**src/rtl/pulse_meter_pkg.sv**
```systemverilog
// -----------------------------------------------------------------------------
// pulse_meter_pkg
// Shared types and constants for pulse_period_meter and its lock_tracker.
//   state_e            : measurement FSM state encoding
//   LOCK_COUNT_DEFAULT : default number of equal periods required for lock
//   RUN_W              : width of the lock run-length counter (LOCK_COUNT <= 15)
// -----------------------------------------------------------------------------
package pulse_meter_pkg;

  localparam int unsigned LOCK_COUNT_DEFAULT = 4;
  localparam int unsigned RUN_W              = 4;

  typedef enum logic [1:0] {
    IDLE       = 2'd0,
    WAIT_FIRST = 2'd1,
    MEASURE    = 2'd2,
    TIMEOUT    = 2'd3
  } state_e;

endpackage : pulse_meter_pkg

```
**src/rtl/lock_tracker.sv**
```systemverilog
// -----------------------------------------------------------------------------
// lock_tracker
// Counts consecutive identical periods and flags lock once LOCK_COUNT equal
// periods have been seen in a row. Fed with the meter's next-state period and
// strobe so that its registered state updates on the same edge as the meter's
// period/period_valid registers; locked therefore rises in the same cycle as
// the period_valid that completes the run.
// Ports:
//   clk          in   clock
//   rst          in   asynchronous active-low reset
//   period       in   N    period being committed this edge
//   period_valid in   1    a period is committed this edge
//   clear        in   1    forget history (no reference period any more)
//   locked       out  1    run length has reached LOCK_COUNT
// -----------------------------------------------------------------------------
module lock_tracker
  import pulse_meter_pkg::*;
#(
  parameter int unsigned N          = 8,
  parameter int unsigned LOCK_COUNT = LOCK_COUNT_DEFAULT
) (
  input  logic         clk,
  input  logic         rst,
  input  logic [N-1:0] period,
  input  logic         period_valid,
  input  logic         clear,
  output logic         locked
);

  localparam logic [RUN_W-1:0] RunMax = RUN_W'(LOCK_COUNT);

  // run_q == 0 means "no previous period yet"; the first committed period
  // after a clear starts a run of length 1.
  logic [RUN_W-1:0] run_q, run_d;
  logic [N-1:0]     prev_q, prev_d;

  // NOTE: every signal assigned in always_comb gets a default first so no
  // path leaves it unassigned and no latch is inferred.
  always_comb begin
    run_d  = run_q;
    prev_d = prev_q;
    if (clear) begin
      run_d = '0;
    end else if (period_valid) begin
      prev_d = period;
      if (run_q == '0) begin
        run_d = RUN_W'(1);
      end else if (period == prev_q) begin
        run_d = (run_q == RunMax) ? RunMax : run_q + RUN_W'(1);
      end else begin
        run_d = RUN_W'(1);
      end
    end
  end

  always_ff @(posedge clk or negedge rst) begin
    if (!rst) begin
      run_q  <= '0;
      prev_q <= '0;
    end else begin
      run_q  <= run_d;
      prev_q <= prev_d;
    end
  end

  assign locked = (run_q == RunMax);

endmodule : lock_tracker

```
**src/rtl/pulse_period_meter.sv**
```systemverilog
// -----------------------------------------------------------------------------
// pulse_period_meter
// Measures the interval, in clk cycles, between successive single-cycle strobes
// on pulse_in. The first pulse after enable (or after a timeout) only starts
// the measurement; each later pulse reports the distance to the previous one.
// If no pulse arrives within 2^N-1 cycles the meter enters TIMEOUT and waits
// for a fresh first pulse. The counter never wraps.
//
// Optional feature: define PULSE_PERIOD_METER_LOCK_EN to compile in lock
// tracking (lock_tracker sub-module). Without it, locked is tied to 0.
//
// Ports:
//   clk          in   clock, all state updates on posedge
//   rst          in   asynchronous active-low reset
//   ena          in   measurement enable; low forces IDLE
//   pulse_in     in   strobe train under measurement
//   period       out  N  last measured interval (registered, holds)
//   period_valid out  1  one-cycle strobe, period updated this cycle
//   timeout      out  1  level, no pulse within the maximum interval
//   locked       out  1  level, LOCK_COUNT consecutive identical periods
// -----------------------------------------------------------------------------
module pulse_period_meter
  import pulse_meter_pkg::*;
#(
  parameter int unsigned N          = 8,
  parameter int unsigned LOCK_COUNT = LOCK_COUNT_DEFAULT
) (
  input  logic         clk,
  input  logic         rst,
  input  logic         ena,
  input  logic         pulse_in,
  output logic [N-1:0] period,
  output logic         period_valid,
  output logic         timeout,
  output logic         locked
);

  if (LOCK_COUNT < 2 || LOCK_COUNT > 15 || N < 2) begin : g_param_check
    $error("pulse_period_meter: N must be >= 2 and LOCK_COUNT in 2..15");
  end

  // Last count value from which a pulse can still be reported (period 2^N-1).
  localparam logic [N-1:0] CountLast = {{(N-1){1'b1}}, 1'b0};

  state_e         state_q, state_d;
  logic [N-1:0]   count_q, count_d;
  logic [N-1:0]   period_q, period_d;
  logic           valid_q, valid_d;

  // ---------------------------------------------------------------------------
  // State register
  // ---------------------------------------------------------------------------
  // NOTE: sequential state uses non-blocking assignments so every register
  // samples the pre-edge values, independent of statement order.
  always_ff @(posedge clk or negedge rst) begin
    if (!rst) begin
      state_q  <= IDLE;
      count_q  <= '0;
      period_q <= '0;
      valid_q  <= 1'b0;
    end else begin
      state_q  <= state_d;
      count_q  <= count_d;
      period_q <= period_d;
      valid_q  <= valid_d;
    end
  end

  // ---------------------------------------------------------------------------
  // Next-state and datapath logic
  // ---------------------------------------------------------------------------
  // count holds (pulse distance - 1): it is cleared on the pulse edge and
  // advances once per following cycle, so a pulse T cycles later sees T-1.
  always_comb begin
    state_d  = state_q;
    count_d  = count_q;
    period_d = period_q;
    valid_d  = 1'b0;
    if (!ena) begin
      state_d = IDLE;
      count_d = '0;
    end else begin
      unique case (state_q)
        IDLE: begin
          state_d = WAIT_FIRST;
        end
        WAIT_FIRST: begin
          if (pulse_in) begin
            state_d = MEASURE;
            count_d = '0;
          end
        end
        MEASURE: begin
          // A pulse wins over the timeout check at the last count value.
          if (pulse_in) begin
            period_d = count_q + N'(1);
            valid_d  = 1'b1;
            count_d  = '0;
          end else if (count_q == CountLast) begin
            state_d = TIMEOUT;
          end else begin
            count_d = count_q + N'(1);
          end
        end
        TIMEOUT: begin
          // The pulse that ends a timeout is a new first pulse: no report.
          if (pulse_in) begin
            state_d = MEASURE;
            count_d = '0;
          end
        end
        default: begin
          state_d = IDLE;
          count_d = '0;
        end
      endcase
    end
  end

  // ---------------------------------------------------------------------------
  // Outputs
  // ---------------------------------------------------------------------------
  always_comb begin
    period       = period_q;
    period_valid = valid_q;
    timeout      = (state_q == TIMEOUT);
  end

`ifdef PULSE_PERIOD_METER_LOCK_EN
  // History is discarded whenever the meter is not continuously measuring:
  // while idle or waiting, and on entry to IDLE or TIMEOUT. The first report
  // after that restarts the run at 1.
  logic lock_clear;
  assign lock_clear = (state_q != MEASURE) || (state_d != MEASURE);

  lock_tracker #(
    .N          (N),
    .LOCK_COUNT (LOCK_COUNT)
  ) u_lock_tracker (
    .clk          (clk),
    .rst          (rst),
    .period       (period_d),
    .period_valid (valid_d),
    .clear        (lock_clear),
    .locked       (locked)
  );
`else
  assign locked = 1'b0;
`endif

endmodule : pulse_period_meter
```
**config.mk**
```make
export PLATFORM = sky130hd
export DESIGN_NAME = pulse_period_meter
export DESIGN_NICKNAME = d
export VERILOG_FILES = /design/src/rtl/pulse_meter_pkg.sv /design/src/rtl/lock_tracker.sv /design/src/rtl/pulse_period_meter.sv
export SDC_FILE = /design/constraint.sdc
export NUM_CORES = 1
export LEC_CHECK = 0
export ABC_AREA = 1
export BUFFER_PORTS_ARGS = -buffer_cell sky130_fd_sc_hd__buf_2
export CORE_MARGIN = 8
export CORE_UTILIZATION = 38
export CTS_BUF_LIST = sky130_fd_sc_hd__clkbuf_16
export DETAILED_ROUTE_END_ITERATION = 8
export PLACE_DENSITY_LB_ADDON = 0.25
export RECOVER_POWER = 100
export REMOVE_ABC_BUFFERS = 1
export SETUP_SLACK_MARGIN = 0.5
export SLEW_MARGIN = 20
export SYNTH_ARGS = -nofsm -noshare
export SYNTH_HDL_FRONTEND = slang
export SYNTH_HIERARCHICAL = 1
export SYNTH_SLANG_ARGS = --single-unit
```
**constraint.sdc**
```tcl
create_clock -name clk -period 1.5 [get_ports clk]
set_input_delay 0.3 -clock clk [delete_from_list [all_inputs] [get_ports clk]]
set_output_delay 0.3 -clock clk [all_outputs]
set_load 0.02 [all_outputs]
```
==> results.cfg, run 1 <==
[status]
outcome = completed

[floorplanning]
die_x_um = 66.2
rows = 18
ios = 15
dieArea_sq_um = 4380
dieHeight_um = 66.2
start_util_pct = 39.3
core_area_sq_um = 2430

[hold_path]
hold_path.class = in -> reg
worstHoldPathCells = 3
hold_path_end = state_q[1]
min_from = ena

[timing]
finalSetupViolCount = 0
drv_slew = 0
rsz0062_at_grt = yes
period_needed_ns = 1.41
fmax_ghz = 0.710
hold_slack_ns = 0.371
period_share_pct = 93.9
clock_skew_ns = 0.000926
final_hold_viol_count = 0
setup_tns_ns = 0
fin_ws_ns = 0.0915

[power_and_ir_drop]
powerDensity_nw_per_um2 = 1270
p_leak_nw = 0.670
ir_worst_vdd_mv = 0.634

[setup_path]
reg2regPathDepth = 8
crit_type = reg -> reg
r2r_start = count_q[1]
crit_path_max_incr_delay_ns = 0.44
crit_path_max_fanout = 5
reg2reg_to = count_q[3]
cp_data_arrival_time_ns = 1.60
path_cells = ha_4 -> nand2_2 -> nor2_2 -> nand2_2 -> nor2_2 -> nor2_2 -> nand3_1 -> nand2_1
r2r_setup_slack_ns = 0.09
required_ns = 1.69
end_kind = flop
cpMaxStageDelayCell = dfrtp_1
start_kind = flop
cpMostUsedCell = nor2_2

[placed_design]
dp_slack_ns = 0.137
place_hpwl_um = 1480
io_buffers = 13
placed_cell_area_sq_um = 1060
place_congestion = 0.857

[clock_tree]
cts-root-buf = clkbuf_16
htree_num_levels = 1
cts_buffers = 3
clock-sinks = 19
cts_tree = built
cts_buffer_depth = 2
insertion_delay_ns = 0.25
cts.clk_slew.worst_paths_ns = 0.05

[layout]
fin_nets = 159
diodes = 0
fillers = 223
drive_gt1_share_pct = 27.0
stdcell_area_sq_um = 1300
area_growth_pct = 36.4

[yosys]
yosysMostFrequentCell = nand2_1
synth.avg_cell_area_sq_um = 8.31
yosys.area.top_type = dfrtp_1
ys_ff_latch = 19
syn_inst = 115
synth-seq-area-share_pct = 49.7
synth_enable_flop_cells = 0
yosysWarnings = 6
synth_area_leaders = dfrtp_1, nand2_1, nand3_1
synth_area_sq_um = 956
synth.distinct_cells = 22
synthFlopType = dfrtp_1
synth_top_area_share_pct = 49.7
async_reset_ff_share_pct = 100
ys_top_cells_by_count = nand2_1, dfrtp_1, nand3_1

[grt]
met2_usage_pct = 19.5
antenna_found_initial = 0
grt_util_met1_pct = 12.9
grt_pass1_vias = 836
grt-ovfl-total = 0
gr-usage-met3_pct = 1.69
grt_max_degree = 20
grt_pass1_wl_um = 3850
grtUsageTotal_pct = 11.3
busiest_layer = met2

[routing]
wl_per_cell_um = 13.3
via_count = 899
ant_nets = 0
drt_iter0_drc = 53
drt_wl_total_um = 2430
first_pass_iters = 4
vias_per_cell = 4.94
drc_errors = 0

[job]
drv_cap = 0
## report_power, final
part           internal (W)  switching, W  leakage (nW)
Clock              0.000355      0.000193        0.0423
Sequential         0.000592     0.0000454         0.254
Combinational      0.000200      0.000264         0.375
## how the worst max path moves through the flow
| stage | startpoint | endpoint | slack [ns] | depth (start not counted) |
|---|---|---|---|---|
| finish | count_q[1] | count_q[3] | 0.09 | 8 |
| CTS | count_q[0] | count_q[7] | 0.19 | 8 |
| detailed placement | count_q[0] | count_q[7] | 0.14 | 8 |
| global placement | count_q[0] | count_q[6] | 0.18 | 8 |
| global route | state_q[0] | count_q[7] | 0.03 | 6 |
| floorplan | count_q[0] | count_q[7] | 0.26 | 9 |
## critical path, delay by kind of cell, from the launching register on
family	cells	cell delay (ns)
DFF	1	0.44
adders and majority gates	1	0.18
and+or+nand+nor	7	0.71
## flip-flops by register name, indices dropped and copies added (netlist names)
name and flops:
period 8, state_q 2, period_valid 1, count_q 8
## layout make-up
cell class	count	area, sq um	share of cell area [%]
sequential	19	475	36.5
clock buffer	3	75.1	5.76
timing repair inverter	1	3.75	0.288
multi-input combinational	88	477	36.6
clock inverter	1	3.75	0.288
timing repair buffer	32	201	15.5
inverter	8	30.0	2.30
tap	30	37.5	2.88
## repair_timing
item	in CTS	in global routing
buffers inserted	12	5
cloned	2	0
endpoints found under the hold margin	10	0
hold buffers	1	0
resized for setup	27	12
setup endpoints to repair	28	27
pin swaps	4	10
## per-layer routing
metal  vias to the layer above  routed length [um]
li1                        445                   -
met1                       423                1050
met2                        26                1240
met3                         5                  83
met4                         0                  53
met5                         -                   0
## cell families after synthesis
logic type	count (synthesis)	synth area share (%)
AND/OR/NAND/NOR	73	34.6
flip-flops	19	49.7
buffers and inverters	9	3.93
AO/OA/AOI/OAI	8	6.02
XOR/XNOR	3	2.75
adder cells (fa/ha/maj)	2	2.62
other	1	0.392
## per-stage QoR
step / power, W / util, % / instances
CTS: 0.00174 / 54.8 / 177
global placement: 0.000989 / 43.5 / 158
global route: 0.00174 / 53.6 / 182
finish: 0.00165 / 53.6 / 182
detailed placement: 0.000993 / 43.5 / 158
floorplan: 0.000866 / - / 114
## cell usage in the layout (no fill, tap or decap)
cell            n
a31oi_1         3
buf_2           2
buf_4          16
buf_6           1
clkbuf_1       10
clkbuf_16       3
clkbuf_2        1
clkbuf_4        1
conb_1          1
dfrtp_1        19
dlygate4sd3_1   1
ha_1            1
ha_4            1
inv_1           7
inv_2           3
nand2_1        41
nand2_2         4
nand3_1         9
nand3_4         1
nand3b_1        1
nor2_1          8
nor2_2          5
nor2_4          1
nor3_1          2
nor4_1          2
o21ai_1         4
o21bai_4        1
xnor2_1         1
xnor2_2         1
xor2_1          1
(Power assumes the default switching activity.)
==> run 2, diff against run 1 <==
--- a/config.mk
+++ b/config.mk
@@ -15,7 +15,6 @@
 export RECOVER_POWER = 100
 export REMOVE_ABC_BUFFERS = 1
 export SETUP_SLACK_MARGIN = 0.5
-export SLEW_MARGIN = 20
 export SYNTH_ARGS = -nofsm -noshare
 export SYNTH_HDL_FRONTEND = slang
 export SYNTH_HIERARCHICAL = 1
==> constraint.sdc (replaced) <==
create_clock -name clk -period 1.5 [get_ports clk]
set_input_delay 0.075 -clock clk [delete_from_list [all_inputs] [get_ports clk]]
set_output_delay 0.075 -clock clk [all_outputs]
set_load 0.02 [all_outputs]
==> run 2 against run 1 <==
Against the previous run:
- flip-flop and latch count is the same
- largest power group unchanged
- total power shrank 3.5%
- critical path depth shrank 1
==> results.cfg, run 2 (synthesis results as in run 1) <==
[setup_path]
crit_type = reg -> reg
start_kind = flop
r2r_setup_slack_ns = 0.12
crit_path_max_incr_delay_ns = 0.39
worst-path-buf-inv = 2
crit_path_max_fanout = 8
required_ns = 1.69
path_cells = inv_2 -> ha_4 -> nand2_2 -> nor2_2 -> nand2_2 -> o21bai_4 -> clkbuf_4
cp_data_arrival_time_ns = 1.57
cpMaxStageDelayCell = dfrtp_1
r2r_start = count_q[0]
end_kind = flop
cpMostUsedCell = nand2_2
reg2regPathDepth = 7
crit_family = flip-flops
reg2reg_to = state_q[0]

[clock_tree]
cts_buffers = 3
cts_buffer_depth = 2
clock-sinks = 19
htree_num_levels = 1
insertion_delay_ns = 0.25
cts.clk_slew.worst_paths_ns = 0.05
cts_tree = built
cts-root-buf = clkbuf_16

[timing]
period_share_pct = 91.9
finalSetupViolCount = 0
rsz0062_at_grt = yes
clock_skew_ns = 0.00250
setup_tns_ns = 0
period_needed_ns = 1.38
fmax_ghz = 0.725
final_hold_viol_count = 0
fin_ws_ns = 0.121
hold_slack_ns = 0.159
drv_slew = 0

[power_and_ir_drop]
clock_power_share_pct = 34.2
switchingPower_w = 0.000491
ir_worst_vdd_mv = 0.652
switching_share_pct = 30.8
p_leak_nw = 0.632
internal-power_w = 0.00110
power_frac_comb_pct = 25.5
powerDensity_nw_per_um2 = 1250
p_seq_share_pct = 40.4

[floorplanning]
die_x_um = 66.2
start_util_pct = 39.3
ios = 15
dieHeight_um = 66.2
rows = 18
dieArea_sq_um = 4380
core_area_sq_um = 2430

[layout]
fin_nets = 154
final_cells = 177
diodes = 0
drive_gt1_share_pct = 27.2
layout_commonest_cell = nand2_1
stdcell_area_sq_um = 1270
final_cell_mix = nand2_1, dfrtp_1, clkbuf_1, buf_4, nand3_1
fillers = 226
area_growth_pct = 33.1

[routing]
via_count = 878
wl_per_cell_um = 13.2
vias_per_cell = 4.96
first_pass_iters = 4
drt_iter0_drc = 41
drt_wl_total_um = 2340
drc_errors = 0
ant_nets = 0

[grt]
grtUsageTotal_pct = 11.3
antenna_found_initial = 0
grt_pass1_wl_um = 3840
grt_max_degree = 20
grt-ovfl-total = 0
grt_pass1_vias = 843

[job]
drv_cap = 0

[placed_design]
place_hpwl_um = 1480
place_congestion = 0.857
placed_cells = 158
placed_cell_area_sq_um = 1060
io_buffers = 13
dp_slack_ns = 0.137

[status]
outcome = completed

[hold_path]
hold_path_end = state_q[1]
hold_path.class = in -> reg
min_from = ena
worstHoldPathCells = 3
## run 2: cell count changes in the layout (fill, tap and decap cells not counted), sizes merged
cell / before / now
inv: 10 / 8
buf: 19 / 13
nand3: 10 / 11
clkinvlp: 0 / 1
clkinv: 0 / 1
## run 2: power by group through the flow
stage / Combinational, W / Sequential (W) / Clock [W]
detailed placement: 0.000343 / 0.000650 / 0
CTS: 0.000429 / 0.000641 / 0.000555
global placement: 0.000343 / 0.000646 / 0
finish: 0.000406 / 0.000642 / 0.000544
floorplan: 0.000135 / 0.000730 / 0
global route: 0.000447 / 0.000651 / 0.000586
## run 2: worst min-delay path, cell delays in order
cell and delay (ns):
buf_2 0.14, inv_2 0.10, nor3_1 0.06
## run 2: area by class of cell
| cell class | instances | area (sq um) | share of cell area (%) |
|---|---|---|---|
| Multi-Input combinational cell | 89 | 492 | 38.6 |
| Sequential cell | 19 | 475 | 37.4 |
| Timing Repair Buffer | 26 | 149 | 11.7 |
| Clock buffer | 3 | 75.1 | 5.90 |
| Tap cell | 30 | 37.5 | 2.95 |
| Inverter | 8 | 35.0 | 2.75 |
| Timing Repair inverter | 1 | 5.00 | 0.393 |
| Clock inverter | 1 | 3.75 | 0.295 |
## run 2: worst max path at each step
| stage | end | from | slack, ns | depth (start not counted) |
|---|---|---|---|---|
| 2_1_floorplan | count_q[7] | count_q[0] | 0.26 | 9 |
| 3_3_place_gp | count_q[6] | count_q[0] | 0.18 | 8 |
| 3_5_place_dp | count_q[7] | count_q[0] | 0.14 | 8 |
| 4_1_cts | count_q[7] | count_q[0] | 0.19 | 8 |
| 5_1_grt | period[2] | state_q[0] | 0.03 | 6 |
| 6_report | state_q[0] | count_q[0] | 0.12 | 7 |
## run 2: what timing repair did
| item | 4_1_cts | 5_1_grt |
|---|---|---|
| gates cloned | 3 | 0 |
| hold endpoints to repair | 19 | 0 |
| endpoints found under the setup margin | 19 | 19 |
| buffers inserted | 9 | 2 |
| gates resized for setup | 14 | 12 |
| hold buffers | 1 | 0 |
| pin swaps | 8 | 10 |
## run 2: routing by layer
| layer | up-vias | track usage, % | wire length (um) |
|---|---|---|---|
| met3 | 5 | 1.86 | 117 |
| met1 | 411 | 12.6 | 999 |
| met5 | - | 0 | 0 |
| li1 | 439 | - | - |
| met2 | 23 | 19.7 | 1160 |
| met4 | 0 | 6.40 | 62 |
## run 2: per-stage QoR
step | utilization (%) | power, W
global route | 52.3 | 0.00168
global placement | 43.5 | 0.000989
detailed placement | 43.5 | 0.000993
CTS | 52.4 | 0.00163
finish | 52.3 | 0.00159
floorplan | - | 0.000866
